===== src/rtl/apd04_topk_heap_ctrl.sv =====
// Top-K min-heap controller. Keeps the K largest values seen so far as a
// 0-based min-heap in an external dual-port SRAM with 1-cycle registered
// read data. Insert sifts up, replace-root sifts down. The root value is
// mirrored in a register so heap_min never needs an SRAM read.
module apd04_topk_heap_ctrl #(
  parameter  int DATA_WIDTH = 16,
  parameter  int K          = 128,
  localparam int ADDR_WIDTH = $clog2(K),
  localparam int CNT_WIDTH  = $clog2(K + 1)
) (
  input  logic                  clk,
  input  logic                  rst_n,
  input  logic                  in_valid,
  input  logic [DATA_WIDTH-1:0] in_data,
  output logic                  in_ready,
  input  logic                  clr,
  output logic                  dropped,
  output logic [CNT_WIDTH-1:0]  count,
  output logic [DATA_WIDTH-1:0] heap_min,
  output logic                  heap_min_valid,
  output logic [DATA_WIDTH-1:0] ram_a_din,
  output logic                  ram_a_wen,
  output logic [ADDR_WIDTH-1:0] ram_a_waddr,
  output logic [ADDR_WIDTH-1:0] ram_a_raddr,
  input  logic [DATA_WIDTH-1:0] ram_a_dout,
  output logic [DATA_WIDTH-1:0] ram_b_din,
  output logic                  ram_b_wen,
  output logic [ADDR_WIDTH-1:0] ram_b_waddr,
  output logic [ADDR_WIDTH-1:0] ram_b_raddr,
  input  logic [DATA_WIDTH-1:0] ram_b_dout
);

  // One extra index bit so that child indices of the last level never wrap.
  localparam int                   IDX_W = ADDR_WIDTH + 1;
  localparam logic [CNT_WIDTH-1:0] K_CNT = CNT_WIDTH'(K);

  typedef enum logic [1:0] {IDLE = 2'd0, UP = 2'd1, DN = 2'd2} state_t;

  state_t                  state_q, state_nxt;
  logic [CNT_WIDTH-1:0]    count_q, count_nxt;
  logic [IDX_W-1:0]        hole_q, hole_nxt;
  logic [DATA_WIDTH-1:0]   x_q, x_nxt;
  logic [DATA_WIDTH-1:0]   min_q;

  logic                    accept, heap_empty, heap_full, acc_up, acc_root;
  logic [IDX_W-1:0]        count_ext, ins_par;
  logic [IDX_W-1:0]        up_p, up_pp;
  logic                    up_move, up_top;
  logic [IDX_W-1:0]        dn_l, dn_r, dn_c, dn_cl, dn_cr;
  logic                    dn_use_r, dn_move, dn_leaf;
  logic [DATA_WIDTH-1:0]   dn_cval;

  assign in_ready       = (state_q == IDLE) && !clr;
  assign accept         = in_valid && in_ready;
  assign count          = count_q;
  assign heap_min       = min_q;
  assign heap_min_valid = (count_q != '0);

  assign heap_empty = (count_q == '0);
  assign heap_full  = (count_q == K_CNT);
  assign acc_up     = accept && !heap_empty && !heap_full;
  assign acc_root   = accept && heap_full && (in_data > min_q);

  assign count_ext = IDX_W'(count_q);
  // Parent of the new hole when inserting at the end of the heap.
  assign ins_par   = (count_ext - IDX_W'(1)) >> 1;

  // Sift-up: parent value arrives on port A.
  assign up_p    = (hole_q - IDX_W'(1)) >> 1;
  assign up_pp   = (up_p - IDX_W'(1)) >> 1;
  assign up_move = (ram_a_dout > x_q);
  assign up_top  = (up_p == '0);

  // Sift-down: left child on port A, right child on port B. Left wins ties
  // and is forced when the right child lies beyond the valid entries.
  assign dn_l     = {hole_q[IDX_W-2:0], 1'b1};
  assign dn_r     = dn_l + IDX_W'(1);
  assign dn_use_r = (dn_r < count_ext) && (ram_b_dout < ram_a_dout);
  assign dn_c     = dn_use_r ? dn_r : dn_l;
  assign dn_cval  = dn_use_r ? ram_b_dout : ram_a_dout;
  assign dn_move  = (dn_cval < x_q);
  assign dn_cl    = {dn_c[IDX_W-2:0], 1'b1};
  assign dn_cr    = dn_cl + IDX_W'(1);
  assign dn_leaf  = (dn_cl >= count_ext);

  // State register; reset aborts any sift in progress.
  always_ff @(posedge clk or negedge rst_n) begin
    if (!rst_n) state_q <= IDLE;
    else        state_q <= state_nxt;
  end

  // Next-state: leave a sift once the new value has found its slot.
  always_comb begin
    state_nxt = state_q;
    case (state_q)
      IDLE: begin
        if (acc_root)    state_nxt = DN;
        else if (acc_up) state_nxt = UP;
      end
      UP:      if (!up_move || up_top) state_nxt = IDLE;
      DN:      if (!dn_move || dn_leaf) state_nxt = IDLE;
      default: state_nxt = IDLE;
    endcase
  end

  // Outputs: SRAM commands, drop pulse and next values of the working registers.
  always_comb begin
    ram_a_din   = '0;
    ram_a_wen   = 1'b0;
    ram_a_waddr = '0;
    ram_a_raddr = '0;
    ram_b_din   = '0;
    ram_b_wen   = 1'b0;
    ram_b_waddr = '0;
    ram_b_raddr = '0;
    dropped     = 1'b0;
    count_nxt   = count_q;
    hole_nxt    = hole_q;
    x_nxt       = x_q;
    case (state_q)
      IDLE: begin
        if (clr) begin
          count_nxt = '0;
        end else if (accept) begin
          x_nxt = in_data;
          if (heap_empty) begin
            ram_b_wen   = 1'b1;
            ram_b_waddr = '0;
            ram_b_din   = in_data;
            count_nxt   = CNT_WIDTH'(1);
          end else if (!heap_full) begin
            hole_nxt    = count_ext;
            ram_a_raddr = ADDR_WIDTH'(ins_par);
            count_nxt   = count_q + CNT_WIDTH'(1);
          end else if (in_data > min_q) begin
            hole_nxt    = '0;
            ram_a_raddr = ADDR_WIDTH'(1);
            ram_b_raddr = ADDR_WIDTH'(2);
          end else begin
            dropped = 1'b1;
          end
        end
      end
      UP: begin
        if (up_move) begin
          ram_a_wen   = 1'b1;
          ram_a_waddr = ADDR_WIDTH'(hole_q);
          ram_a_din   = ram_a_dout;
          if (up_top) begin
            ram_b_wen   = 1'b1;
            ram_b_waddr = '0;
            ram_b_din   = x_q;
          end else begin
            hole_nxt    = up_p;
            ram_a_raddr = ADDR_WIDTH'(up_pp);
          end
        end else begin
          ram_b_wen   = 1'b1;
          ram_b_waddr = ADDR_WIDTH'(hole_q);
          ram_b_din   = x_q;
        end
      end
      DN: begin
        if (dn_move) begin
          ram_a_wen   = 1'b1;
          ram_a_waddr = ADDR_WIDTH'(hole_q);
          ram_a_din   = dn_cval;
          hole_nxt    = dn_c;
          if (dn_leaf) begin
            ram_b_wen   = 1'b1;
            ram_b_waddr = ADDR_WIDTH'(dn_c);
            ram_b_din   = x_q;
          end else begin
            ram_a_raddr = ADDR_WIDTH'(dn_cl);
            ram_b_raddr = ADDR_WIDTH'(dn_cr);
          end
        end else begin
          ram_b_wen   = 1'b1;
          ram_b_waddr = ADDR_WIDTH'(hole_q);
          ram_b_din   = x_q;
        end
      end
      default: ;
    endcase
    // Hold the SRAM interface quiet while reset is asserted.
    if (!rst_n) begin
      ram_a_din   = '0;
      ram_a_wen   = 1'b0;
      ram_a_waddr = '0;
      ram_a_raddr = '0;
      ram_b_din   = '0;
      ram_b_wen   = 1'b0;
      ram_b_waddr = '0;
      ram_b_raddr = '0;
      dropped     = 1'b0;
    end
  end

  // Control registers: entry count, hole index and the root mirror.
  always_ff @(posedge clk or negedge rst_n) begin
    if (!rst_n) begin
      count_q <= '0;
      hole_q  <= '0;
      min_q   <= '0;
    end else begin
      count_q <= count_nxt;
      hole_q  <= hole_nxt;
      if (ram_b_wen && (ram_b_waddr == '0))      min_q <= ram_b_din;
      else if (ram_a_wen && (ram_a_waddr == '0)) min_q <= ram_a_din;
    end
  end

  // Latched value being placed; pure data, no reset needed.
  always_ff @(posedge clk) begin
    x_q <= x_nxt;
  end

endmodule


===== config.mk =====
export PLATFORM = sky130hd
export DESIGN_NAME = apd04_topk_heap_ctrl
export DESIGN_NICKNAME = d
export VERILOG_FILES = /design/src/rtl/apd04_topk_heap_ctrl.sv
export SDC_FILE = /design/constraint.sdc
export NUM_CORES = 1
export LEC_CHECK = 0
export CAP_MARGIN = 20
export CORE_MARGIN = 1.5
export CORE_UTILIZATION = 47
export CTS_BUF_LIST = sky130_fd_sc_hd__clkbuf_4 sky130_fd_sc_hd__clkbuf_8 sky130_fd_sc_hd__clkbuf_16
export CTS_CLUSTER_DIAMETER = 200
export DETAILED_ROUTE_END_ITERATION = 8
export HOLD_SLACK_MARGIN = 0.1
export PLACE_DENSITY = 0.79
export SETUP_SLACK_MARGIN = 0.02
export SYNTH_ARGS = -nofsm -noshare
export SYNTH_HDL_FRONTEND = slang
export SYNTH_SLANG_ARGS = --single-unit
export TNS_END_PERCENT = 50

===== constraint.sdc =====
create_clock -name clk -period 6.23 [get_ports clk]
set_input_delay 1.246 -clock clk [delete_from_list [all_inputs] [get_ports clk]]
set_output_delay 1.246 -clock clk [all_outputs]
set_load 0.005 [all_outputs]

* Yosys cells after proc, flatten, opt, wreduce, memory -nomap -nowiden
Cells that the tools add are included.
** Cells by class
- Add/subtract/negate cells :: 6
- Multiply operators :: 0
- Divide/modulo/power cells :: 0
- $lt $le $gt $ge :: 6
- Equality and inequality tests :: 14
- Shift-type cells :: 0
- Muxes and demuxes :: 84
- Bitwise operators :: 1
- Reductions and logical operators :: 29
** Operators by type and width (count)
- 2-to-1 mux 16 bit :: 14
- 2-to-1 mux 7 bit :: 19
- 2-to-1 mux 8 bit :: 13
- one-hot mux 16 bit (3 select lines) :: 1
- one-hot mux 7 bit (2 select lines) :: 3
- greater-than comparator 16 bit :: 2
- less-than comparator 16 bit :: 2
- one-hot mux 16 bit (2 select lines) :: 1
- one-hot mux 8 bit (3 select lines) :: 1
- one-hot mux 7 bit (3 select lines) :: 1
- 2-to-1 mux 1 bit :: 19
- 2-to-1 mux 2 bit :: 9
- adder 8 x 1 -> 8 bit, second input constant :: 2
- logical NOT 8 bit :: 2
- inequality test 2 bit, second input constant :: 8
- subtractor 8 x 1 -> 8 bit, second input constant :: 2
- logical NOT 7 bit :: 2
- logical AND 1 bit :: 9
- AND reduction 3 bit :: 3
- equality test 8 bit, second input constant :: 1
- greater-or-equal comparator 8 bit :: 1
- less-than comparator 8 bit :: 1
- AND reduction 8 bit :: 1
- nonzero test 8 bit :: 1
- other kinds (15) :: 22
** Word-level totals
- Register bits :: 50
- Latch bits :: 0
- Bits in writable memories :: 0
- Bits in read-only memories :: 0
- Input bits :: 52
- Output and inout port bits :: 89
- Word-level logic and storage cells :: 145
- Memories kept :: 0

* Logic depth before layout (Yosys ltp)
- Word-level depth :: 12
- Depth in mapped cells :: 26
- Gate-level depth less buffers :: 24

* Worst setup path before layout
No wires, ideal clock.
- Kind :: in2out
- Start :: input port ram_a_dout[15]
- End :: output port ram_b_raddr[2]
- Arrival time :: 5.317 ns
- Data required time :: 4.984 ns
- Path slack :: -0.333 ns
- Stages :: 22
- Buffers on the path :: 2
- Cells stage by stage :: inv_1 ha_1 a211oi_1 o21ai_0 a221oi_4 o211ai_4 inv_1 clkbuf_1 nor2_1 a21oi_1 inv_1 ha_1 a21o_1 a21o_1 a211o_1 a21o_1 o31ai_2 nand3_1 nor2_1 clkbuf_1 nand2_1 nor2_1
** On the way
- Longest elaborated chain between the ends :: 8
- Elaborated cells between the ends (all ways) :: 11
- Classes of those cells :: 1 x add/sub; 3 x order compare; 6 x mux; 1 x reduce/logical
** RTL lines
- start, declared :: line 25 : input logic [DATA_WIDTH-1:0] ram_a_dout,
- less-than comparator 16 bit :: line 78 : assign dn_use_r = (dn_r < count_ext) && (ram_b_dout < ram_a_dout);
- logical AND 1 bit :: line 78
- 2-to-1 mux 8 bit :: line 79 : assign dn_c = dn_use_r ? dn_r : dn_l;
- adder 7 x 1 -> 7 bit / greater-or-equal comparator 8 bit (equally long branches) :: line 83, 84
- 2-to-1 mux 7 bit :: line 169 : if (dn_leaf) begin
- 2-to-1 mux 7 bit (*) :: line 164 : if (dn_move) begin
- one-hot mux 7 bit (2 select lines) (*) :: line 120 : case (state_q)
- 2-to-1 mux 7 bit (*) :: line 186 : if (!rst_n) begin
- end, declared :: line 29 : output logic [ADDR_WIDTH-1:0] ram_b_raddr,
Every way passes the cells marked *; elsewhere a longest branch is shown, timed or not.

* Final worst setup path
- Start :: input port ram_a_dout[5]
- End :: output port ram_b_din[13]
** On the way
- Longest elaborated chain between the ends :: 8
- Elaborated cells between the ends (all ways) :: 12
- Classes of those cells :: 4 x order compare; 7 x mux; 1 x reduce/logical
** RTL lines
- less-than comparator 16 bit :: line 78
- logical AND 1 bit :: line 78
- 2-to-1 mux 8 bit :: line 79
- greater-or-equal comparator 8 bit :: line 84 : assign dn_leaf = (dn_cl >= count_ext);
- 2-to-1 mux 16 bit :: line 169
- 2-to-1 mux 16 bit :: line 164
- one-hot mux 16 bit (3 select lines) (*) :: line 120
- 2-to-1 mux 16 bit (*) :: line 186
- end, declared :: line 26 : output logic [DATA_WIDTH-1:0] ram_b_din,
Marked as above.

==> reports/results.ini <==
[worst_setup_path]
crit_path_end_kind = output port
path_cells = buf_2 -> inv_2 -> ha_4 -> a21o_1 -> a211oi_2 -> buf_4 -> o21a_4 -> o211ai_4 -> inv_4 -> buf_8 -> nor2_1 -> a21oi_2 -> inv_1 -> ha_1 -> o211ai_1 -> a2111oi_4 -> buf_4 -> o2111ai_4 -> a31oi_4 -> clkbuf_16 -> a22o_1 -> clkdlybuf4s50_1
cp_common_cell = buf_4
worstReg2RegStart = hole_q[0]
critPathMaxStageDelay_ns = 0.51
startpoint = ram_a_dout[5]
crit_slowest_cell = clkdlybuf4s50_1
path_buf_inv = 9
worstPathRequired_ns = 4.98
startpoint_type = input pin
arrival_ns = 5.55
cp_top_family = compound AO/OA/AOI/OAI gates
worstSetupPathType = input pin to output port
crit_fanout = 15

[flow_run]
maxCapViolCount = 0

[floorplanning]
start_util_pct = 47.9
rows = 41
die_h_um = 116
core_sq_um = 12500
die_x_um = 116
ios = 141
die-area_sq_um = 13400

[synth]
seq_area_frac_synth_pct = 22.2
yosysTopAreaCell = ha_1
synth_edf_count = 16
synthDistinctLibCells = 66
syn_area_per_cell_sq_um = 8.27
synth.area.top_cells = ha_1 (18%), dfrtp_1 (14%), edfxtp_1 (8.0%)
postSynthNetCount = 864
synth_top_area_share_pct = 18.2
synthTopCellsByCount = ha_1 (87), inv_1 (85), nand2_1 (68), nor2_1 (58), a21oi_1 (43)
synth_area_sq_um = 5990
yosys_warnings = 0
synth_ff_type = dfrtp_1
synthMostInstantiatedCell = ha_1
ys_seq_elements = 50
postSynthCellCount = 725
ys_async_sr_fraction_pct = 68.0

[routing]
wl_per_cell_um = 21.8
drtIter0Drc = 908
drc_errors = 0
routed_via_density = 6.16
wl_um = 25700
firstDrtPassIters = 5
vias = 7245
final_antenna_net_count = 0

[global_route]
grt_pass1_wl_um = 34100
grt_max_degree = 27
antenna_found_initial = 0
grt_pass1_vias = 6665
grt_use_total_pct = 32.7
overflow = 0

[worst_hold_path]
hold_class = register to register
min-delay-start = hole_q[7]

[clock_network]
cts_buffers = 5
hold_buffers = 0
clockBufferDepth = 2
path_clk_slew_ns = 0.07
cts_sinks = 50
cts_root_buf = clkbuf_16
cts-htree-levels = 2
clk_latency_ns = 0.31
cts_tree = built

[final_layout]
finalNonFillerCells = 1176
area_growth_syn_to_layout_pct = 60.0
nets = 1141
drive_above_1_share_pct = 37.5
final_util_pct = 76.6

[timing]
timing.hold.ws_ns = 0.634
setup_viol = 60
hold_viol_final = 0
fmax_mhz = 147
drv_slew = 0
timing.final.ws_setup_ns = -0.566
period_share_pct = 109
slew_headroom_pct = 46.5
tightest_slew_ns = 0.797
fin_skew_ns = 0.00446
rsz0062_at_grt = true
min_period_ns = 6.80

[power]
ir_drop_mv = 0.201
power_mw = 3.81
powerDensity_nw_per_um2 = 397
p_leak_nw = 4.77

[placement]
dpl.hpwl_um = 16100
io_buffers = 139
post-place-ws_ns = -1.09
dpl.cell_count = 1118
place_congestion = 0.965

[outcome]
status = finished, violations left
violations = negative setup slack

[flip-flops by register name, indices dropped and copies added, names as in the netlist]
register,count
x_q,16
hole_q,8
count,8
state_q,2
heap_min,16
[per-layer routing]
metal / global-route usage, % / routed length (um) / up-vias
met3: 3.50 / 2710 / 145
met4: 13.6 / 1490 / 0
met1: 44.3 / 9820 / 3397
met2: 53.3 / 11700 / 561
li1: - / - / 3142
met5: 0 / 0 / -
[per-stage QoR]
| step | area, sq um | TNS (ns) |
|---|---|---|
| after floorplan | 6030 | 0 |
| after global placement | 8370 | -57.24 |
| after detailed placement | 8370 | -63.17 |
| after CTS | 8980 | -6.29 |
| after global routing | 9590 | -26.16 |
| final | 9590 | -18.18 |
[cells by family (layout without fill, tap and decap cells)]
group | Yosys count | count (layout) | synth area share (%)
simple gates | 214 | 214 | 16.9
compound gates | 181 | 182 | 21.4
buf+inv | 114 | 391 | 7.45
fa+ha+maj | 87 | 87 | 18.2
flops | 50 | 50 | 22.2
mux | 43 | 43 | 8.64
xor+xnor | 35 | 35 | 5.11
other cells | 1 | 2 | 0.0626
[report_power, final]
group | internal (mW) | switching [mW] | leakage [nW]
clock network | 0.160 | 0.141 | 0.0745
registers | 0.421 | 0.0770 | 0.613
logic | 1.38 | 1.63 | 4.08
total | 1.96 | 1.85 | 4.77
[cell type report]
cell class	instances	area, sq um
Clock buffer	6	139
Fill cell	815	2930
Tap cell	172	215
Timing Repair Buffer	296	2560
Clock inverter	2	12.5
Antenna cell	1	2.50
Sequential cell	50	1330
Inverter	87	337
Multi-Input combinational cell	562	4990
[final timing paths]
kind                                  to  slack (ns)  depth (start not counted)
setup reg to reg            heap_min[15]        0.17                         31
hold reg to reg                hole_q[7]        0.63                          1
setup / recovery           ram_b_din[13]       -0.57                         22
max in group asynchronous    heap_min[6]        4.59                          2
hold / removal                 hole_q[7]        0.63                          1
min in group asynchronous       count[6]        0.86                          1
[cells in the final DEF, fill, tap and decap left out, types with 15 or more instances in the layout]
master	Yosys	final
dlymetal6s2s_1	0	21
ha_4	0	20
a21oi_1	43	29
clkdlybuf4s50_1	0	52
and2_1	21	21
nor2_1	58	48
inv_1	85	70
a22o_1	24	24
mux2_2	30	30
o21ai_0	35	15
buf_2	0	36
dfrtp_1	34	34
nand2_1	68	63
edfxtp_1	16	16
buf_6	2	20
xnor2_1	25	23
ha_1	87	66
buf_4	1	131
[what timing repair did]
action / 4_1_cts / 5_1_grt
pin swaps: 44 / 41
setup buffers: 17 / 31
setup endpoints to repair: 61 / 61
cloned: 0 / 4
resized for setup: 286 / 140
endpoints found under the hold margin: 0 / 0
No activity file was read; power rests on OpenSTA's default activity.
